File: config.mk
export PLATFORM = sky130hd
export DESIGN_NAME = note_player_flat
export DESIGN_NICKNAME = d
export VERILOG_FILES = /design/src/rtl/note_if.sv /design/src/rtl/note_player.sv /design/src/flat_wrapper.sv
export SDC_FILE = /design/constraint.sdc
export NUM_CORES = 1
export LEC_CHECK = 0
export BUFFER_PORTS_ARGS = -buffer_cell sky130_fd_sc_hd__clkbuf_2
export CORE_ASPECT_RATIO = 0.9
export CORE_MARGIN = 1
export CORE_UTILIZATION = 57
export DETAILED_ROUTE_END_ITERATION = 7
export GPL_TIMING_DRIVEN = 1
export PLACE_DENSITY = 0.78
export SYNTH_ARGS = -nofsm -noshare
export SYNTH_HDL_FRONTEND = slang
export SYNTH_SLANG_ARGS = --single-unit
File: constraint.sdc
create_clock -name clk -period 5.65 [get_ports clk]
set_input_delay 1.4125 -clock clk [delete_from_list [all_inputs] [get_ports clk]]
set_output_delay 1.4125 -clock clk [all_outputs]
set_load 0.02 [all_outputs]
File: src/rtl/note_if.sv
// Note handshake between the song sequencer (master) and the note player (slave).
interface note_if;
  logic       new_note;
  logic [5:0] note;
  logic [5:0] duration;
  logic       note_done;

  modport master (output new_note, output note, output duration, input note_done);
  modport slave  (input new_note, input note, input duration, output note_done);
endinterface

File: src/rtl/note_player.sv
// Latches a note on new_note, plays it as a square wave for dur_q beats, then pulses note_done.
// Registered state; new_note wins over any beat in the same cycle; pause freezes beats and tone phase.
module note_player #(
  parameter int HALF_BITS = 20,
  parameter int SIM_SHIFT = 0
) (
  input  logic clk,
  input  logic reset_n,
  input  logic play,
  input  logic beat,
  note_if.slave seq,
  output logic tone,
  output logic busy
);

  typedef enum logic [1:0] {IDLE, PLAYING, DONE} state_t;

  state_t                state_q, state_d;
  logic [5:0]            note_q, note_d;
  logic [5:0]            dur_q, dur_d;
  logic [5:0]            beat_cnt_q, beat_cnt_d;
  logic [HALF_BITS-1:0]  half_cnt_q, half_cnt_d;
  logic                  tone_q, tone_d;

  logic [5:0]            idx;
  logic [2:0]            oct;
  logic [5:0]            semi;
  logic [14:0]           base;
  logic [19:0]           half_full;
  logic [HALF_BITS-1:0]  half;
  logic                  running;

  // Octave/semitone split by range compare instead of a divider; note_q = 0 never runs.
  always_comb begin
    idx = note_q - 6'd1;
    if      (idx >= 6'd60) oct = 3'd5;
    else if (idx >= 6'd48) oct = 3'd4;
    else if (idx >= 6'd36) oct = 3'd3;
    else if (idx >= 6'd24) oct = 3'd2;
    else if (idx >= 6'd12) oct = 3'd1;
    else                   oct = 3'd0;
    semi = idx - ({oct, 3'b000} + {1'b0, oct, 2'b00});
    case (semi)
      6'd0:    base = 15'd23889;
      6'd1:    base = 15'd22548;
      6'd2:    base = 15'd21283;
      6'd3:    base = 15'd20088;
      6'd4:    base = 15'd18961;
      6'd5:    base = 15'd17897;
      6'd6:    base = 15'd16892;
      6'd7:    base = 15'd15944;
      6'd8:    base = 15'd15051;
      6'd9:    base = 15'd14205;
      6'd10:   base = 15'd13408;
      default: base = 15'd12655;
    endcase
    half_full = {5'b0, base} << (3'd5 - oct);
    half      = HALF_BITS'(half_full >> SIM_SHIFT);
  end

  assign running       = (state_q == PLAYING) && play && (note_q != 6'd0);
  assign busy          = (state_q == PLAYING);
  assign seq.note_done = (state_q == DONE);
  assign tone          = tone_q & running;

  always_comb begin
    state_d    = state_q;
    note_d     = note_q;
    dur_d      = dur_q;
    beat_cnt_d = beat_cnt_q;
    half_cnt_d = half_cnt_q;
    tone_d     = tone_q;

    if (running) begin
      if (half_cnt_q == half - HALF_BITS'(1)) begin
        half_cnt_d = '0;
        tone_d     = ~tone_q;
      end else begin
        half_cnt_d = half_cnt_q + HALF_BITS'(1);
      end
    end

    case (state_q)
      PLAYING: begin
        if (beat && play) begin
          if (beat_cnt_q + 6'd1 == dur_q) state_d    = DONE;
          else                            beat_cnt_d = beat_cnt_q + 6'd1;
        end
      end
      DONE:    state_d = IDLE;
      default: state_d = state_q;
    endcase

    // A fresh strobe aborts whatever is in flight, including a coincident final beat.
    if (seq.new_note) begin
      note_d     = seq.note;
      dur_d      = seq.duration;
      beat_cnt_d = '0;
      half_cnt_d = '0;
      tone_d     = 1'b0;
      state_d    = (seq.duration != 6'd0) ? PLAYING : DONE;
    end
  end

  always_ff @(posedge clk or negedge reset_n) begin
    if (!reset_n) begin
      state_q    <= IDLE;
      note_q     <= '0;
      dur_q      <= '0;
      beat_cnt_q <= '0;
      half_cnt_q <= '0;
      tone_q     <= 1'b0;
    end else begin
      state_q    <= state_d;
      note_q     <= note_d;
      dur_q      <= dur_d;
      beat_cnt_q <= beat_cnt_d;
      half_cnt_q <= half_cnt_d;
      tone_q     <= tone_d;
    end
  end

endmodule

File: src/flat_wrapper.sv
// flat-port wrapper written by rule: the top's interface ports become plain ports
module note_player_flat 
#(
  parameter int HALF_BITS = 20,
  parameter int SIM_SHIFT = 0
)
  (clk, reset_n, play, beat, tone, busy, seq_new_note, seq_note, seq_duration, seq_note_done);
  note_if seq_i ();
  input  logic clk;
  input  logic reset_n;
  input  logic play;
  input  logic beat;
  output logic tone;
  output logic busy;
  input wire logic [$bits(seq_i.new_note)-1:0] seq_new_note;
  input wire logic [$bits(seq_i.note)-1:0] seq_note;
  input wire logic [$bits(seq_i.duration)-1:0] seq_duration;
  output wire logic [$bits(seq_i.note_done)-1:0] seq_note_done;
  assign seq_i.new_note = seq_new_note;
  assign seq_i.note = seq_note;
  assign seq_i.duration = seq_duration;
  assign seq_note_done = seq_i.note_done;
  note_player #(.HALF_BITS(HALF_BITS), .SIM_SHIFT(SIM_SHIFT)) u_core (.clk(clk), .reset_n(reset_n), .play(play), .beat(beat), .seq(seq_i), .tone(tone), .busy(busy));
endmodule
Word level (Yosys, flattened, before mapping)
Memory sizes are Yosys's and may differ from the RTL's.
Cells that the tools add are included.
{"block": "totals", "reg_bits": 41, "mem_bits_ro": 240, "in_bits": 17, "memories": 1}
{"memory": "(name not given)", "depth": 16, "word_bits": 15, "read_ports": 1, "rd_ports_with_merged_regs": 0, "wr": 0, "line": "note_player.sv:43", "rtl": "case (semi)"}
{"block": "op_classes", "n_addsub": 7, "order_cmp": 5, "n_eq_ne": 7, "n_shift": 1, "mux": 21, "bitwise": 2, "reduce_logical": 14}
{"operator": "20-bit 2-to-1 mux", "count": 3}
{"operator": "6-bit 2-to-1 mux", "count": 4}
{"operator": "20-bit by 1-bit adder with 20-bit output (second input constant)", "count": 1}
{"operator": "20-bit == test", "count": 1}
{"operator": "15-bit by 3-bit left shift with 20-bit output", "count": 1}
{"operator": "20-bit by 1-bit subtractor with 20-bit output (second input constant)", "count": 1}
{"operator": "6-bit >= comparator (second input constant)", "count": 3}
{"operator": "15-bit 2-to-1 mux", "count": 1}
{"operator": "3-bit 2-to-1 mux", "count": 4}
{"operator": "6-bit nonzero test", "count": 2}
{"operator": "2-bit 2-to-1 mux", "count": 4}
{"operator": "2-bit nonzero test", "count": 4}
{"operator": "6-bit by 1-bit adder with 6-bit output (second input constant)", "count": 1}
{"operator": "6-bit by 5-bit adder with 6-bit output", "count": 1}
{"operator": "6-bit == test", "count": 1}
{"operator": "6-bit by 4-bit >= comparator with 1-bit output (second input constant)", "count": 1}
{"operator": "6-bit by 5-bit >= comparator with 1-bit output (second input constant)", "count": 1}
{"operator": "3-bit by 1-bit != test with 1-bit output (second input constant)", "count": 2}
{"operator": "3-bit AND reduction", "count": 2}
{"operator": "6-bit by 1-bit subtractor with 6-bit output (second input constant)", "count": 1}
{"operator": "6-bit subtractor", "count": 1}
{"operator": "1-bit 2-to-1 mux", "count": 4}
{"operator": "2-bit case mux with 2 select lines", "count": 1}
{"operator": "1-bit logical AND", "count": 3}
{"operator": "9 further kinds", "count": 9}

Depth between registers and ports, before layout
{"block": "logic_depth", "word_depth": 17, "mapped_depth": 31}

Least setup slack after synthesis
OpenSTA, ideal clock, no wires.
{"block": "synth_path", "kind": "register to register", "startpoint": "register u_core.note_q[0]", "endpoint": "register u_core.tone_q", "setup_ns": 0.125, "t_arrival_ns": 6.080, "t_required_ns": 5.525, "path_slack_ns": -0.555, "path_stages_with_launch": 27, "n_path_buf": 5, "period_less_slack_ns": 6.205, "path_cell_list": "dfrtp_1 > buf_2 > inv_1 > ha_1 > buf_4 > nor2b_1 > or3_1 > and4_1 > buf_2 > nor2_2 > inv_2 > buf_2 > fa_1 > inv_1 > ha_1 > nand2b_1 > o21a_1 > clkbuf_1 > or2_2 > nor3_1 > a21oi_1 > a221o_1 > nor3_1 > a21oi_1 > or4_4 > nor4_4 > mux2_4"}
{"block": "synth_via", "elab_chain_len": 16}
{"element": "start, declared", "line": "note_player.sv:19", "rtl": "logic [5:0] note_q, note_d;"}
{"element": "start signal, assigned", "line": "note_player.sv:115", "rtl": "note_q <= note_d;"}
{"element": "6-bit by 1-bit subtractor with 6-bit output", "line": "note_player.sv:35", "rtl": "idx = note_q - 6'd1;"}
{"element": "6-bit by 4-bit >= comparator with 1-bit output", "line": "note_player.sv:40", "rtl": "else if (idx >= 6'd12) oct = 3'd1;"}
{"element": "1-bit 2-to-1 mux", "line": "note_player.sv:40"}
{"element": "3-bit 2-to-1 mux", "line": "note_player.sv:39", "rtl": "else if (idx >= 6'd24) oct = 3'd2;"}
{"element": "3-bit 2-to-1 mux", "line": "note_player.sv:38", "rtl": "else if (idx >= 6'd36) oct = 3'd3;"}
{"element": "3-bit 2-to-1 mux", "line": "note_player.sv:37", "rtl": "else if (idx >= 6'd48) oct = 3'd4;"}
{"element": "3-bit 2-to-1 mux", "line": "note_player.sv:36", "rtl": "if (idx >= 6'd60) oct = 3'd5;"}
{"element": "6-bit by 5-bit adder with 6-bit output", "line": "note_player.sv:42", "rtl": "semi = idx - ({oct, 3'b000} + {1'b0, oct, 2'b00});"}
{"element": "6-bit subtractor", "line": "note_player.sv:42"}
{"element": "memory 16 x 15 bit or 2-bit logical NOT (tied branches)"}
{"element": "15-bit 2-to-1 mux", "line": "note_player.sv:43"}
{"element": "15-bit by 3-bit left shift with 20-bit output", "line": "note_player.sv:57", "rtl": "half_full = {5'b0, base} << (3'd5 - oct);"}
{"element": "20-bit by 1-bit subtractor with 20-bit output", "line": "note_player.sv:75", "rtl": "if (half_cnt_q == half - HALF_BITS'(1)) begin"}
{"element": "20-bit == test", "line": "note_player.sv:75"}
{"element": "2-bit nonzero test (no source line)"}
{"element": "2-bit AND reduction (no source line) (*)"}
{"element": "end signal, assigned", "line": "note_player.sv:119", "rtl": "tone_q <= tone_d;"}
{"element": "end, declared", "line": "note_player.sv:23", "rtl": "logic tone_q, tone_d;"}
Mark *: on every way between the ends. The rest lies on a longest branch, timed or not.
A chain may end at the register's enable or synchronous reset.

Worst setup path in the final report
Ends and elaborated chain as after synthesis.

==> qor.yml <==
overflow: 0
cp_top_family: "simple AND/OR/NAND/NOR gates"
ant_nets: 0
nFillCells: 563
placed_cell_area_mm2: 0.005194
synthSimpleGateAreaFrac_pct: 29.75
place.detailed.hpwl_um: 10430
synth-compound-area-share_pct: 24.62
fin_skew_ps: 5.670
grt_pass1_vias: 4657
leakagePower_nw: 2.308
p_total_mw: 2.205
r2r.worst_path.cells: 21
required_ps: 5820
cts_max_path_buffers: 2
syn_to_final_growth_pct: 26.80
period_share_pct: 99.85
cts_tree: "done"
syn-cell-area_mm2: 0.004579
hold_end: "u_core.dur_q[5]"
path_clk_slew_ps: 80
synth_cells: 581
synth_top_family_by_area: "simple AND/OR/NAND/NOR gates"
antenna_found_initial: 0
hp-class: "flip-flop to flip-flop"
htreeDepth: 2
timing.critical_path.buf_inv: 4
synth.distinct_cells: 84
dieHeight_um: 87.04
die_area_mm2: 0.008397
synth_enable_flop_cells: 0
initialDrtViolationCount: 542
setup-violations-final: 0
clk_latency_ps: 290
cts_root_buffer: "clkbuf_8"
ys_warn_count: 0
synthMuxAreaShare_pct: 5.765
grt_max_degree: 42
synthFlopType: "dfrtp_1"
clkSinkCount: 41
vias_per_cell: 6.822
synthesis.nets: 611
slew_violations: 0
fin_nets: 675
final_area_mm2: 0.005807
wl_per_cell_um: 19.68
crit_slowest_cell: "fa_1"
gp_congestion: 0.9814
grt_pass1_wl_um: 22380
drc: 0
path_class: "flip-flop to flip-flop"
hold_start: "u_core.dur_q[5]"
rsz0062_at_grt: "true"
vias: 5062
dr.pass1.iters: 5
worstPathMaxFanout: 8
routed_wl_um: 14600
min_path_cells: 1
fp-row-count: 30
max_stage_delay_ps: 460
grtUsageTotal_pct: 34.31
status: "complete, no violations"
num_io_pins: 20
power_density_mw_per_mm2: 379.7
vdd_drop_max_v: 0.0002803
start_util_pct: 59.80
ff2ff_setup_slack_ps: 9
start_kind: "flip-flop"
finalHoldViolCount: 0
portBuffers: 19
slew-limit-headroom_pct: 9.587
yosys_register_bits: 41
timing.rr.start: "u_core.note_q[0]"
worstMarginPinSlew_ps: 1351
numCtsBuffers: 5
insertedDiodeCount: 0
drive_gt1_share_pct: 32.97
worstSetupEndpointType: "flip-flop"
cp.arrival_ps: 5810
fmax_ghz: 0.1773
period_needed_ps: 5641
syn_area_per_cell_um2: 7.882
synth_xor_xnor_area_share_pct: 8.415
synth_adder_area_share_pct: 3.716
yosysSeqAreaShare_pct: 22.40
async_flop_share_pct: 100.0
rr_endpoint: "u_core.tone_q"
coreArea_mm2: 0.007657
crit_path_cell_trace: "inv_4, ha_4, or3b_4, o221ai_2, mux2_4, inv_4, fa_1, buf_6, ha_4, nor3_4, o21a_4, or2_4, buf_4, o41ai_4, o211a_4, nand3_4, or3_1, o211ai_1, nand4_1, nor4_4, mux2_4"
die_w_um: 96.48
drv_cap: 0
-- sequential cells by signal, summed over array words and instances, names as in the netlist --
register,cells
u_core.half_cnt_q,20
u_core.note_q,6
u_core.beat_cnt_q,6
u_core.tone_q,1
u_core.dur_q,6
u_core.state_q,2
-- layout by cell type (no fill, tap or decap), drive strengths merged, types with 4 or more instances in the layout --
cell type / netlist / routed
a211oi: 11 / 11
a21boi: 5 / 5
a21o: 5 / 5
a21oi: 27 / 27
a221oi: 4 / 4
a22oi: 5 / 5
a31oi: 7 / 7
and3: 9 / 9
and4: 4 / 4
buf: 18 / 77
clkbuf: 21 / 26
dfrtp: 41 / 41
ha: 12 / 12
inv: 15 / 16
mux2: 14 / 14
mux2i: 9 / 9
nand2: 35 / 35
nand2b: 8 / 8
nand3: 24 / 24
nand4: 18 / 18
nor2: 42 / 42
nor2b: 16 / 16
nor3: 39 / 39
nor3b: 5 / 5
o211ai: 11 / 11
o21a: 4 / 4
o21ai: 33 / 33
o22ai: 5 / 5
o32ai: 5 / 5
or2: 10 / 10
or3: 10 / 10
or4: 5 / 5
xnor2: 21 / 21
xor2: 23 / 23
-- per-layer routing --
layer  track usage, %  vias up  wire (um)  part of all wire, %
met1            47.96     2403       6329                   43
met4            11.76        0        382                  2.6
li1                 -     2328          -                    -
met2            54.16      282       6620                   45
met3            4.799       49       1268                  8.7
met5                0        -          0                    0
-- cells by family (layout without fill, tap and decap cells) --
kind of cell / count (synthesis) / in the layout
AND/OR/NAND/NOR: 244 / 244
AO/OA/AOI/OAI: 161 / 161
buffers and inverters: 55 / 120
XOR/XNOR: 44 / 44
flip-flops: 41 / 41
multiplexers: 23 / 23
adder cells (fa/ha/maj): 13 / 13
-- layout make-up --
class / instances / area (um2) / area share [%]
multi-input combinational: 485 / 3784 / 65.16
inverter: 16 / 65.06 / 1.120
tap: 96 / 120.1 / 2.069
clock inverter: 1 / 30.03 / 0.5171
timing repair buffer: 96 / 691.9 / 11.92
clock buffer: 7 / 86.33 / 1.487
sequential: 41 / 1030 / 17.73
-- where the power goes --
part	switching [mW]	internal (mW)	total [mW]
Clock	0.0968	0.144	0.241
Sequential	0.0159	0.305	0.320
Combinational	0.923	0.721	1.64
-- cells in the mapped netlist, types with 16 or more instances --
master | count | area [um2]
dfrtp_1 | 41 | 1026
nor2_1 | 40 | 150.1
nor3_1 | 38 | 190.2
nand2_1 | 35 | 131.4
o21ai_0 | 30 | 150.1
a21oi_1 | 27 | 135.1
nand3_1 | 24 | 120.1
xor2_1 | 23 | 201.4
clkbuf_1 | 21 | 78.83
xnor2_1 | 21 | 183.9
nand4_1 | 18 | 112.6
nor2b_1 | 16 | 100.1
-- metrics by stage --
step	instances	util [%]	TNS [ps]	hold slack, ps	worst slack [ps]
after floorplan	581	-	0	500.8	2.364
after global placement	712	67.83	0	510.1	3.334
after detailed placement	712	67.83	-1201	520.9	-110.9
after CTS	728	70.95	-11.60	538.9	-11.60
after global routing	742	75.83	-3129	567.9	-194.9
final	742	75.83	0	540.0	8.743
-- worst max-delay path by stage --
| stage | cells after the start | to | from |
|---|---|---|---|
| floorplan | 29 | u_core.tone_q | u_core.note_q[0] |
| global placement | 22 | u_core.half_cnt_q[2] | u_core.note_q[0] |
| detailed placement | 23 | u_core.half_cnt_q[14] | u_core.note_q[0] |
| CTS | 21 | u_core.tone_q | u_core.note_q[0] |
| global route | 22 | u_core.half_cnt_q[0] | u_core.note_q[0] |
| finish | 21 | u_core.tone_q | u_core.note_q[0] |
-- repair_timing --
action                     in CTS  in global routing
resized for setup              13                 61
setup endpoints to repair      21                 21
pin swaps                      10                 34
hold buffers                    0                  0
setup buffers                   8                 15
-- worst reg2reg max path, delay by kind of cell (launching register included) --
kind,cells,cell delay [ps]
AO/OA/AOI/OAI,5,1410
multiplexers,2,550
adder cells (fa/ha/maj),3,950
AND/OR/NAND/NOR,7,1790
buffers and inverters,4,410
flip-flops,1,420
(Power assumes the default switching activity.)
